<file path="src/rtl/p2s_stream.sv">
// Double-buffered parallel-to-serial converter: a shifter streams LANE_W-bit beats
// while a hold buffer takes the next word, giving bubble-free streaming.
module p2s_stream #(
  parameter int DATA_W    = 8,
  parameter int LANE_W    = 1,
  parameter bit MSB_FIRST = 1'b0
) (
  input  logic              clk,
  input  logic              rstn,
  input  logic [DATA_W-1:0] par_data,
  input  logic              par_last,
  input  logic              par_valid,
  output logic              par_ready,
  output logic [LANE_W-1:0] ser_data,
  output logic              ser_last,
  output logic              ser_valid,
  input  logic              ser_ready,
  output logic              busy
);

  localparam int NB = DATA_W / LANE_W;
  localparam int CW = (NB > 1) ? $clog2(NB) : 1;
  localparam logic [CW-1:0] CNT_LAST = CW'(NB - 1);
  localparam logic [CW-1:0] CNT_ONE  = CW'(1);
  localparam logic [CW-1:0] CNT_ZERO = CW'(0);

  if ((DATA_W < 1) || ((DATA_W % LANE_W) != 0)) begin : g_param_chk
    $error("p2s_stream: DATA_W (%0d) must be >= 1 and a multiple of LANE_W (%0d)", DATA_W, LANE_W);
  end

  logic              sh_vld_q, sh_vld_d;
  logic [DATA_W-1:0] sh_data_q, sh_data_d;
  logic              sh_last_q, sh_last_d;
  logic              hb_vld_q, hb_vld_d;
  logic [DATA_W-1:0] hb_data_q, hb_data_d;
  logic              hb_last_q, hb_last_d;
  logic [CW-1:0]     cnt_q, cnt_d;

  logic acc_s;
  logic beat_s;
  logic fin_s;
  logic sh_free_s;

  // Moves the next beat to the output end of the shifter.
  function automatic logic [DATA_W-1:0] shift_beat(input logic [DATA_W-1:0] d);
    if (MSB_FIRST) begin
      return d << LANE_W;
    end else begin
      return d >> LANE_W;
    end
  endfunction

  assign acc_s     = par_valid && !hb_vld_q;
  assign beat_s    = sh_vld_q && ser_ready;
  assign fin_s     = beat_s && (cnt_q == CNT_LAST);
  assign sh_free_s = !sh_vld_q || fin_s;

  always_comb begin
    sh_vld_d  = sh_vld_q;
    sh_data_d = sh_data_q;
    sh_last_d = sh_last_q;
    hb_vld_d  = hb_vld_q;
    hb_data_d = hb_data_q;
    hb_last_d = hb_last_q;
    cnt_d     = cnt_q;
    if (sh_free_s) begin
      cnt_d = CNT_ZERO;
      // Hold buffer always drains first so words never reorder.
      if (hb_vld_q) begin
        sh_vld_d  = 1'b1;
        sh_data_d = hb_data_q;
        sh_last_d = hb_last_q;
        if (acc_s) begin
          hb_vld_d  = 1'b1;
          hb_data_d = par_data;
          hb_last_d = par_last;
        end else begin
          hb_vld_d = 1'b0;
        end
      end else if (acc_s) begin
        sh_vld_d  = 1'b1;
        sh_data_d = par_data;
        sh_last_d = par_last;
      end else begin
        sh_vld_d = 1'b0;
      end
    end else begin
      if (beat_s) begin
        sh_data_d = shift_beat(sh_data_q);
        cnt_d     = cnt_q + CNT_ONE;
      end else begin
        cnt_d = cnt_q;
      end
      if (acc_s) begin
        hb_vld_d  = 1'b1;
        hb_data_d = par_data;
        hb_last_d = par_last;
      end else begin
        hb_vld_d = hb_vld_q;
      end
    end
  end

  always_ff @(posedge clk or negedge rstn) begin
    if (!rstn) begin
      sh_vld_q  <= 1'b0;
      sh_data_q <= {DATA_W{1'b0}};
      sh_last_q <= 1'b0;
      hb_vld_q  <= 1'b0;
      hb_data_q <= {DATA_W{1'b0}};
      hb_last_q <= 1'b0;
      cnt_q     <= CNT_ZERO;
    end else begin
      sh_vld_q  <= sh_vld_d;
      sh_data_q <= sh_data_d;
      sh_last_q <= sh_last_d;
      hb_vld_q  <= hb_vld_d;
      hb_data_q <= hb_data_d;
      hb_last_q <= hb_last_d;
      cnt_q     <= cnt_d;
    end
  end

  if (MSB_FIRST) begin : g_msb
    assign ser_data = sh_data_q[DATA_W-1 -: LANE_W];
  end else begin : g_lsb
    assign ser_data = sh_data_q[LANE_W-1:0];
  end

  assign par_ready = !hb_vld_q;
  assign ser_valid = sh_vld_q;
  assign ser_last  = sh_vld_q && sh_last_q && (cnt_q == CNT_LAST);
  assign busy      = sh_vld_q || hb_vld_q;

endmodule

</file>
<file path="config.mk">
export PLATFORM = sky130hd
export DESIGN_NAME = p2s_stream
export DESIGN_NICKNAME = d
export VERILOG_FILES = /design/src/rtl/p2s_stream.sv
export SDC_FILE = /design/constraint.sdc
export NUM_CORES = 1
export LEC_CHECK = 0
export ABC_AREA = 1
export CORE_MARGIN = 2
export CORE_UTILIZATION = 30
export DETAILED_ROUTE_END_ITERATION = 7
export PLACE_DENSITY = 0.55
export SETUP_SLACK_MARGIN = 0.15
export SLEW_MARGIN = 30
export SYNTH_ARGS = -nofsm -noshare
export SYNTH_HDL_FRONTEND = slang
export SYNTH_SLANG_ARGS = --single-unit
</file>
<file path="constraint.sdc">
create_clock -name clk -period 3.35 [get_ports clk]
set_clock_uncertainty 0.1 [all_clocks]
set_input_delay 0.5025 -clock clk [delete_from_list [all_inputs] [get_ports clk]]
set_output_delay 0.5025 -clock clk [all_outputs]
set_load 0.02 [all_outputs]
</file>
### Yosys cells after proc, flatten, opt, wreduce, memory -nomap -nowiden

Index checks and enable logic that the tools add are counted.

* register bits: 23
* input bits: 13
* output and inout port bits: 5

* add/subtract/negate cells: 1
* eq/ne operators: 3
* mux-type cells: 19
* reductions and logical operators: 14

Operator list (number)
* $mux W8: 7
* $mux W1: 10
* $mux W3: 2
* $reduce_bool A2 Y1: 3
* $logic_and A1 B1 Y1: 5
* $reduce_and A2 Y1: 2
* $add A3 B1 Y3 const B: 1
* $eq A3 B3 Y1 const B: 1
* $ne A3 B3 Y1 const B: 1
* $logic_not A1 Y1: 2
* $logic_or A1 B1 Y1: 2
* $ne A2 B2 Y1 const B: 1

### Longest topological paths before layout

Gate-level depths: netlist of run 1.

* depth in word-level cells: 5
* mapped depth: 9
* mapped depth without buffers: 9

### Least setup slack after synthesis of run 1

OpenSTA, ideal clock, no wires.

* kind: flip-flop to output port
* start: reg sh_vld_q (netlist: ser_valid)
* end: out ser_last
* data arrival time: 1.113 ns
* data required time: 2.747 ns
* slack: 1.634 ns
* cell stages (with the launch flop): 4
* cells stage by stage: dfrtp_1 > buf_2 > nand2_1 > nor2_1

* longest elaborated chain between the ends: 2

RTL lines
* start: declaration: line 31 `logic sh_vld_q, sh_vld_d;`
* start signal: assignment: line 114 `sh_vld_q <= sh_vld_d;`
* $logic_and A1 B1 Y1 (2 in a row): line 132 `assign ser_last = sh_vld_q && sh_last_q && (cnt_q == CNT_LAST);`
* end: declaration: line 15 `output logic ser_last,`

No other way between the ends.

### Worst setup path in the final report of run 1

* start: reg cnt_q[0]
* end: out ser_last

* longest elaborated chain between the ends: 2

RTL lines
* start: declaration: line 37 `logic [CW-1:0] cnt_q, cnt_d;`
* start signal: assignment: line 120 `cnt_q <= cnt_d;`
* $eq A3 B3 Y1: line 132
* $logic_and A1 B1 Y1: line 132

No other way between the ends.

==> results of run 1 <==
## final timing paths
| kind | startpoint | end | slack (ns) | depth (start not counted) |
|---|---|---|---|---|
| max reg2reg | cnt_q[0]$_DFFE_PN0P_ | hb_data_q[1]$_DFFE_PN0P_ | 1.56 | 7 |
| max | cnt_q[0]$_DFFE_PN0P_ | ser_last | 0.96 | 5 |
| min | rstn | cnt_q[2]$_DFFE_PN0P_ | 0.1 | 1 |
| min in group clk | sh_data_q[5]$_DFFE_PN0P_ | sh_data_q[5]$_DFFE_PN0P_ | 0.38 | 2 |
| max in group asynchronous | rstn | ser_valid$_DFFE_PN0P_ | 2.71 | 1 |
| min reg2reg | sh_data_q[5]$_DFFE_PN0P_ | sh_data_q[5]$_DFFE_PN0P_ | 0.38 | 2 |
## worst reg2reg max path: cells and delay by family, from the launching register on
family                   cells  cell delay, ns
AND/OR/NAND/NOR              5            0.81
adder cells (fa/ha/maj)      2            0.43
flip-flops                   1            0.40
## per-layer routing
metal	part of all wire, %	global-route usage [%]
met1	47	16.2
met2	45	20.0
met3	7.1	4.05
met4	0.73	3.06
met5	0	0
## logic make-up after synthesis
| group | Yosys count | synth area share, % |
|---|---|---|
| AOI/OAI and AO/OA | 15 | 6.58 |
| DFF | 23 | 48.8 |
| adders and majority gates | 2 | 2.12 |
| xor gates and xnor gates | 1 | 0.743 |
| buffers and inverters | 9 | 4.14 |
| and+or+nand+nor | 107 | 37.6 |
## where the power goes
part	total, mW	leakage (nW)	switching, mW	internal [mW]
clock	0.171	0.0255	0.0879	0.0830
sequential	0.427	0.290	0.0549	0.372
combinational	0.279	0.418	0.158	0.122
total	0.877	0.733	0.300	0.577
## state kept, by name (all words and copies together), names as in the netlist
| register | cells |
|---|---|
| cnt_q | 3 |
| hb_data_q | 8 |
| hb_last_q | 1 |
| hb_vld_q | 1 |
| ser_valid | 1 |
| sh_data_q | 8 |
| sh_last_q | 1 |
## per-stage QoR
step	cells	hold WS, ns
2_1_floorplan	157	0.107
3_3_place_gp	217	0.363
3_5_place_dp	217	0.368
4_1_cts	221	0.117
5_1_grt	221	0.131
6_report	221	0.0973
## layout make-up
type                            instances  area share [%]
Tap cell                               48            4.24
Inverter                                4            1.06
Clock inverter                          1           0.353
Multi-Input combinational cell        125            39.1
Timing Repair Buffer                   17            11.7
Clock buffer                            3            2.92
Sequential cell                        23            40.6
## layout by cell type (no fill, tap or decap)
cell type,n
dfrtp_1,23
clkdlybuf4s50_1,16
nor2_2,1
inv_1,3
clkbuf_8,3
nor2_1,4
o21ai_1,2
nand2_4,3
clkinv_2,1
buf_2,1
or2_2,1
nand2_2,1
inv_2,1
a21boi_0,1
ha_1,2
nand2_1,88
o21ai_0,12
xnor2_1,1
nand3_1,9
==> impl_metrics.yaml, run 1 <==
status:
  status: "finished clean"
logic_synthesis:
  yosys_most_used_dff: "dfrtp_1"
  syn-num-nets: 172
  yosys_register_bits: 23
  synth-edff-count: 0
  synth_common_cells: "88 x nand2_1, 23 x dfrtp_1, 12 x o21ai_0"
  synth_top_area_share_pct: 48.8
  ys_warn_count: 0
  synthCells: 157
  ys_seq_area_share_pct: 48.8
  synth_top_area_cell: "dfrtp_1"
  synth_area_um2: 1180
  synth.area.top_cells: "dfrtp_1 49%, nand2_1 28%, o21ai_0 5.1%, nand3_1 3.8%, nand2_4 2.9%"
  ys_types: 18
  synthArstFlopShare_pct: 100
  yosysMostFrequentCell: "nand2_1"
  syn_avg_cell_area_um2: 7.51
job:
  cap_violations: 0
critical_path:
  critPathMostFrequentCell: "ha_1"
  critPathMaxFanout: 2
  critPathCaptureType: "output port"
  critPathArrivalTime_ns: 1.79
  critPathBufInv: 2
  cpMaxStageDelayCell: "clkdlybuf4s50_1"
  crit_chain: "ha_1 -> ha_1 -> inv_1 -> nor2_1 -> clkdlybuf4s50_1"
  cp-start-kind: "flop"
  cp.required_ns: 2.75
  critPathTopFamily: "buffers and inverters"
  slowest_delay_ns: 0.61
  crit_type: "reg2out"
layout:
  diodes: 0
  drive_above_1_share_pct: 6.94
  post-route-util_pct: 38.1
  seq_area_um2: 576
  multi_input_area_um2: 554
  design_area_um2: 1420
  syn_to_final_growth_pct: 20.2
  nets: 189
  fill_cells: 401
die:
  rows: 22
  die_area_um2: 4450
  die_w_um: 66.7
  initial_utilization_pct: 31.7
  io_pins: 18
  coreArea_um2: 3720
  die_h_um: 66.7
cts:
  clockRootBuffer: "clkbuf_8"
  cts_setup_buffers: 0
  cts_buffers: 3
  clock_sinks: 23
  clk_path_buf_depth: 2
  cts.hold.buffers_added: 0
  htree_levels: 1
  cts_tree: "built"
  clk_latency_ns: 0.26
  cts_resized: 0
  clkTransAtPathRegs_ns: 0.08
drt:
  ant_nets: 0
  vias: 1011
  drc: 0
  drt_iter0_markers: 63
  drtPass1Iterations: 4
  via_per_inst: 4.57
  wl_per_cell_um: 10.6
  routed_wl_um: 2340
timing:
  slew_headroom_pct: 66.3
  finalHoldViolations: 0
  fmax_mhz: 418
  min_period_ns: 2.39
  fin_crit_sh_pct: 71.4
  worst_pin_slew_ns: 0.505
  finalSetupViolations: 0
  finalMaxSlewViolations: 0
  fin_setup_tns_ns: 0
  setup_ws_ns: 0.957
  rsz0062_at_grt: "false"
pwr:
  p_per_area_nw_per_um2: 619
  vdd_ir_drop_max_uv: 276
  power.leakage_nw: 0.733
  total_power_uw: 877
global_route:
  grt_pass1_wl_um: 4130
  grt_antenna_before_repair: 0
  grt-ovfl-total: 0
  track_usage_pct: 12.5
  grt_max_degree: 24
  grt_pass1_vias: 944
min_path:
  hold_class: "in2async"
placed_design:
  port_buffers: 17
  hpwl_um: 1710
  place_congestion: 0.739
  dpl-instance-area_um2: 1370
  dp_slack_ns: 1.23
No activity file was read; power rests on OpenSTA's default activity.
==> run 2: changes to the inputs <==
- clock period: 3.35 -> 2.4 ns (I/O delays scaled with it)
==> run 2 against run 1 <==
Effect of this change:
- worst setup slack got worse by 0.70 ns
- critical path type unchanged
- routed wire length rose by 6.8%
- clock power rose by 42%
- critical path depth fell by 3
- count of clock-buffer cells in the layout did not move
- sequential cell count did not move
- non-clock buffer count rose by 3
- final cell count rose by 1.4%
- via count rose by 3.1%
- total power rose by 41%
- worst hold slack improved by 0.25 ns
==> impl_metrics.yaml, run 2 (synthesis gave the netlist of run 1 again) <==
critical_path:
  cp-start-kind: "flop"
  slowest_delay_ns: 0.54
  critPathTopFamily: "flip-flops"
  crit_chain: "or2_2 -> clkdlybuf4s50_1"
  crit_type: "reg2out"
  critical_path.startpoint: "hb_vld_q$_DFFE_PN0P_"
  cpMaxStageDelayCell: "dfrtp_1"
  cp.required_ns: 1.94
  critPathBufInv: 1
  critPathMaxFanout: 13
  critPathArrivalTime_ns: 1.68
  critPathCaptureType: "output port"
  r2r_start: "cnt_q[0]$_DFFE_PN0P_"
timing:
  rsz0062_at_grt: "false"
  holdWs_ns: 0.350
  fin_setup_tns_ns: 0
  slew_headroom_pct: 72.1
  worst_pin_slew_ns: 0.419
  min_period_ns: 2.14
  finalHoldViolations: 0
  setup_ws_ns: 0.260
  fin_crit_sh_pct: 89.2
  fmax_mhz: 467
  finalSetupViolations: 0
  finalMaxSlewViolations: 0
cts:
  clkTransAtPathRegs_ns: 0.08
  clockRootBuffer: "clkbuf_8"
  htree_levels: 1
  cts_buffers: 3
  cts.hold.buffers_added: 0
  clk_path_buf_depth: 2
  clk_latency_ns: 0.26
  cts_tree: "built"
  clock_sinks: 23
die:
  die_area_um2: 4450
  die_h_um: 66.7
  rows: 22
  initial_utilization_pct: 31.7
  die_w_um: 66.7
  coreArea_um2: 3720
  io_pins: 18
drt:
  ant_nets: 0
  routed_wl_um: 2500
  drtPass1Iterations: 4
  drt_iter0_markers: 32
  vias: 1042
  wl_per_cell_um: 11.2
  via_per_inst: 4.65
  drc: 0
global_route:
  grt_max_degree: 24
  grtUsageMet1_pct: 17.5
  grt_pass1_wl_um: 4340
  track_usage_pct: 12.6
  grt-ovfl-total: 0
  grt_util_met3_pct: 2.36
  use_met2_pct: 19.9
  grt_pass1_vias: 964
  grt.busiest_layer: "met2"
  grt_antenna_before_repair: 0
pwr:
  p_per_area_nw_per_um2: 860
  power.leakage_nw: 0.752
  vdd_ir_drop_max_uv: 348
layout:
  syn_to_final_growth_pct: 22.4
  drive_above_1_share_pct: 7.95
  design_area_um2: 1440
  final_common_cell: "nand2_1"
  final_cell_mix: "88 x nand2_1, 23 x dfrtp_1, 16 x clkdlybuf4s50_1"
  stdcell_count: 224
  nets: 192
  fill_cells: 394
  diodes: 0
  reg.largest.list: "hb_data_q x8, sh_data_q x8, cnt_q x3"
job:
  cap_violations: 0
placed_design:
  place_congestion: 0.723
  port_buffers: 17
  dp_cells: 220
  dp_slack_ns: 0.413
  hpwl_um: 1800
  dpl-instance-area_um2: 1400
min_path:
  hold_class: "in2async"
status:
  status: "finished clean"
run 2: changes by cell type in the layout (fill, tap and decap cells not counted), sizes merged:
cell,previous run,this run
dlygate4sd2,0,1
buf,1,3
run 2: cell type report:
cell class | instances | area [um^2] | area share, %
Clock buffer | 3 | 41.3 | 2.86
Clock inverter | 1 | 5.00 | 0.347
Inverter | 4 | 15.0 | 1.04
Multi-Input combinational cell | 125 | 554 | 38.4
Sequential cell | 23 | 576 | 39.9
Tap cell | 48 | 60.1 | 4.16
Timing Repair Buffer | 20 | 191 | 13.3
run 2: where the power goes:
part           internal (mW)  switching [mW]  total, mW  leakage (nW)
clock                  0.116           0.126      0.242        0.0255
sequential             0.519          0.0813      0.601         0.290
combinational          0.176           0.222      0.399         0.437
run 2: final timing paths:
path	to	slack [ns]	cells after the start
max reg2reg	hb_data_q[5]$_DFFE_PN0P_	0.56	7
min in group clk	sh_data_q[2]$_DFFE_PN0P_	0.39	2
min reg2reg	sh_data_q[2]$_DFFE_PN0P_	0.39	2
min	cnt_q[2]$_DFFE_PN0P_	0.35	2
max in group asynchronous	sh_data_q[1]$_DFFE_PN0P_	1.61	2
max	busy	0.26	2
run 2: repair_timing:
action / CTS / global route
setup endpoints to repair: 1 / 0
setup buffers: 0 / 0
gates resized for setup: 1 / 0
endpoints found under the hold margin: 0 / 0
run 2: stage by stage:
step,power (mW),util (%)
after floorplan,0.885,-
after global placement,0.992,37.6
after detailed placement,1.01,37.6
after CTS,1.25,38.8
after global routing,1.36,38.8
final,1.24,38.8
run 2: per-layer routing:
layer / wire length (um) / share of wire (%)
met2: 1130 / 45
met5: 0 / 0
met4: 0 / 0
met3: 119 / 4.8
met1: 1250 / 50
==> run 3: changes to the inputs <==
- CORE_ASPECT_RATIO: not set -> 0.75
- GPL_TIMING_DRIVEN: not set -> 0
==> run 3 against run 2 <==
Effect of this change:
- total power increased by 0.64%
- combinational power is 5% higher
- sequential power fell by 1%
- die area up 0.11%
- worst hold slack better by 0.038 ns
- routed wire length increased by 6.2%
- final cell count is 3.1% higher
- count of clock-buffer cells in the layout increased by 1
- highest routed layer is now met4
==> impl_metrics.yaml, run 3 (synthesis gave the netlist of run 1 again) <==
status:
  status: "finished clean"
timing:
  setup_ws_ns: 0.321
  slew_headroom_pct: 64.5
  finalSetupViolations: 0
  fin_crit_sh_pct: 86.6
  finalHoldViolations: 0
  fmax_mhz: 481
  min_period_ns: 2.08
  holdWs_ns: 0.388
  fin_setup_tns_ns: 0
  rsz0062_at_grt: "false"
  worst_pin_slew_ns: 0.532
  finalMaxSlewViolations: 0
critical_path:
  cp-start-kind: "flop"
  critPathArrivalTime_ns: 1.62
  critPathMaxFanout: 10
  crit_chain: "inv_1 -> buf_2 -> clkdlybuf4s50_1"
  r2r_start: "cnt_q[0]$_DFFE_PN0P_"
  crit_type: "reg2out"
  critPathCaptureType: "output port"
  critical_path.startpoint: "hb_vld_q$_DFFE_PN0P_"
  cpMaxStageDelayCell: "clkdlybuf4s50_1"
  slowest_delay_ns: 0.64
  cp.required_ns: 1.94
layout:
  seq_area_um2: 576
  multi_input_area_um2: 554
  syn_to_final_growth_pct: 24.0
  reg.largest.list: "hb_data_q x8, sh_data_q x8, cnt_q x3"
  post-route-util_pct: 39.4
  diodes: 0
  fill_cells: 411
  nets: 195
  drive_above_1_share_pct: 8.94
  final_common_cell: "nand2_1"
  final_cell_mix: "88 x nand2_1, 23 x dfrtp_1, 14 x clkdlybuf4s50_1"
min_path:
  hold_class: "reg2reg"
  min_from: "sh_data_q[4]$_DFFE_PN0P_"
job:
  cap_violations: 0
die:
  die_area_um2: 4450
  die_w_um: 76.4
  rows: 19
  die_h_um: 58.3
  initial_utilization_pct: 31.8
  coreArea_um2: 3710
  io_pins: 18
global_route:
  grt_antenna_before_repair: 0
  grt_pass1_wl_um: 4620
  grt_pass1_vias: 1018
  track_usage_pct: 13.0
  grt-ovfl-total: 0
  grt_max_degree: 24
cts:
  clkTransAtPathRegs_ns: 0.08
  cts_buffers: 3
  clockRootBuffer: "clkbuf_8"
  cts_setup_buffers: 0
  cts_tree: "built"
  clk_latency_ns: 0.26
  clk_path_buf_depth: 2
  clock_sinks: 23
  htree_levels: 1
pwr:
  vdd_ir_drop_max_uv: 337
  power_frac_seq_pct: 47.4
  p_per_area_nw_per_um2: 855
  power.switching_uw: 429
  p_int_uw: 820
  p_sw_share_pct: 34.3
  total_power_mw: 1.25
  power_frac_comb_pct: 33.4
  power.leakage_nw: 0.759
  pwr-share-clk_pct: 19.2
drt:
  drtPass1Iterations: 4
  drt_iter0_markers: 33
  wl_per_cell_um: 11.5
  ant_nets: 0
  routed_wl_um: 2660
  via_per_inst: 4.54
  drc: 0
  vias: 1049
placed_design:
  hpwl_um: 1920
  dp_slack_ns: 0.419
  place_congestion: 0.730
  port_buffers: 17
==> run 3: cell types whose count changed in the layout (fill, tap and decap cells not counted), sizes merged <==
cell           change
buf                +3
dlygate4sd3        +1
clkbuf             +1
clkinv             -1
dlygate4sd2        +1
clkdlybuf4s50      -2
==> run 3: area by class of cell <==
| type | instances | share of cell area (%) |
|---|---|---|
| multi-input combinational | 125 | 37.9 |
| timing repair buffer | 18 | 11.8 |
| sequential | 23 | 39.4 |
| inverter | 4 | 1.03 |
| tap | 52 | 4.45 |
| clock buffer | 4 | 3.08 |
| buffer | 5 | 2.31 |
==> run 3: power groups by stage <==
stage / logic [mW] / registers (mW) / clock network [mW]
after detailed placement: 0.425 / 0.600 / 0
final: 0.417 / 0.592 / 0.239
after CTS: 0.427 / 0.592 / 0.253
after global placement: 0.412 / 0.593 / 0
after floorplan: 0.299 / 0.585 / 0
after global routing: 0.493 / 0.612 / 0.269
==> run 3: worst max-delay path: cells and delay by family, from the launching register on <==
family                 cells  cell delay [ns]
DFF                        1             0.41
buffers and inverters      3             0.95
==> run 3: final timing paths <==
check / cells past startpoint / slack [ns] / end
worst min-delay path: 2 / 0.39 / sh_data_q[4]$_DFFE_PN0P_
max in group asynchronous: 2 / 1.34 / sh_data_q[1]$_DFFE_PN0P_
min in group asynchronous: 2 / 0.50 / cnt_q[0]$_DFFE_PN0P_
worst max-delay path: 3 / 0.32 / par_ready
worst min register to register: 2 / 0.39 / sh_data_q[4]$_DFFE_PN0P_
worst max register to register: 7 / 0.68 / hb_data_q[7]$_DFFE_PN0P_
==> run 3: routing by layer <==
| layer | global-route usage (%) | vias up | share of wire (%) |
|---|---|---|---|
| met1 | 17.6 | 489 | 50 |
| met5 | 0 | - | 0 |
| met4 | 2.34 | 0 | 0.72 |
| met2 | 21.2 | 19 | 44 |
| li1 | - | 537 | - |
| met3 | 3.89 | 4 | 4.8 |
==> run 3: stage by stage <==
stage,instance area (um^2),cells
2_1_floorplan,1180,157
3_3_place_gp,1410,226
3_5_place_dp,1410,226
4_1_cts,1460,231
5_1_grt,1460,231
6_report,1460,231
==> run 3: repair_timing <==
item | CTS | global route
hold buffers | 1 | 0
hold endpoints to repair | 23 | 0
setup endpoints to repair | 2 | 0
gates resized for setup | 2 | 0
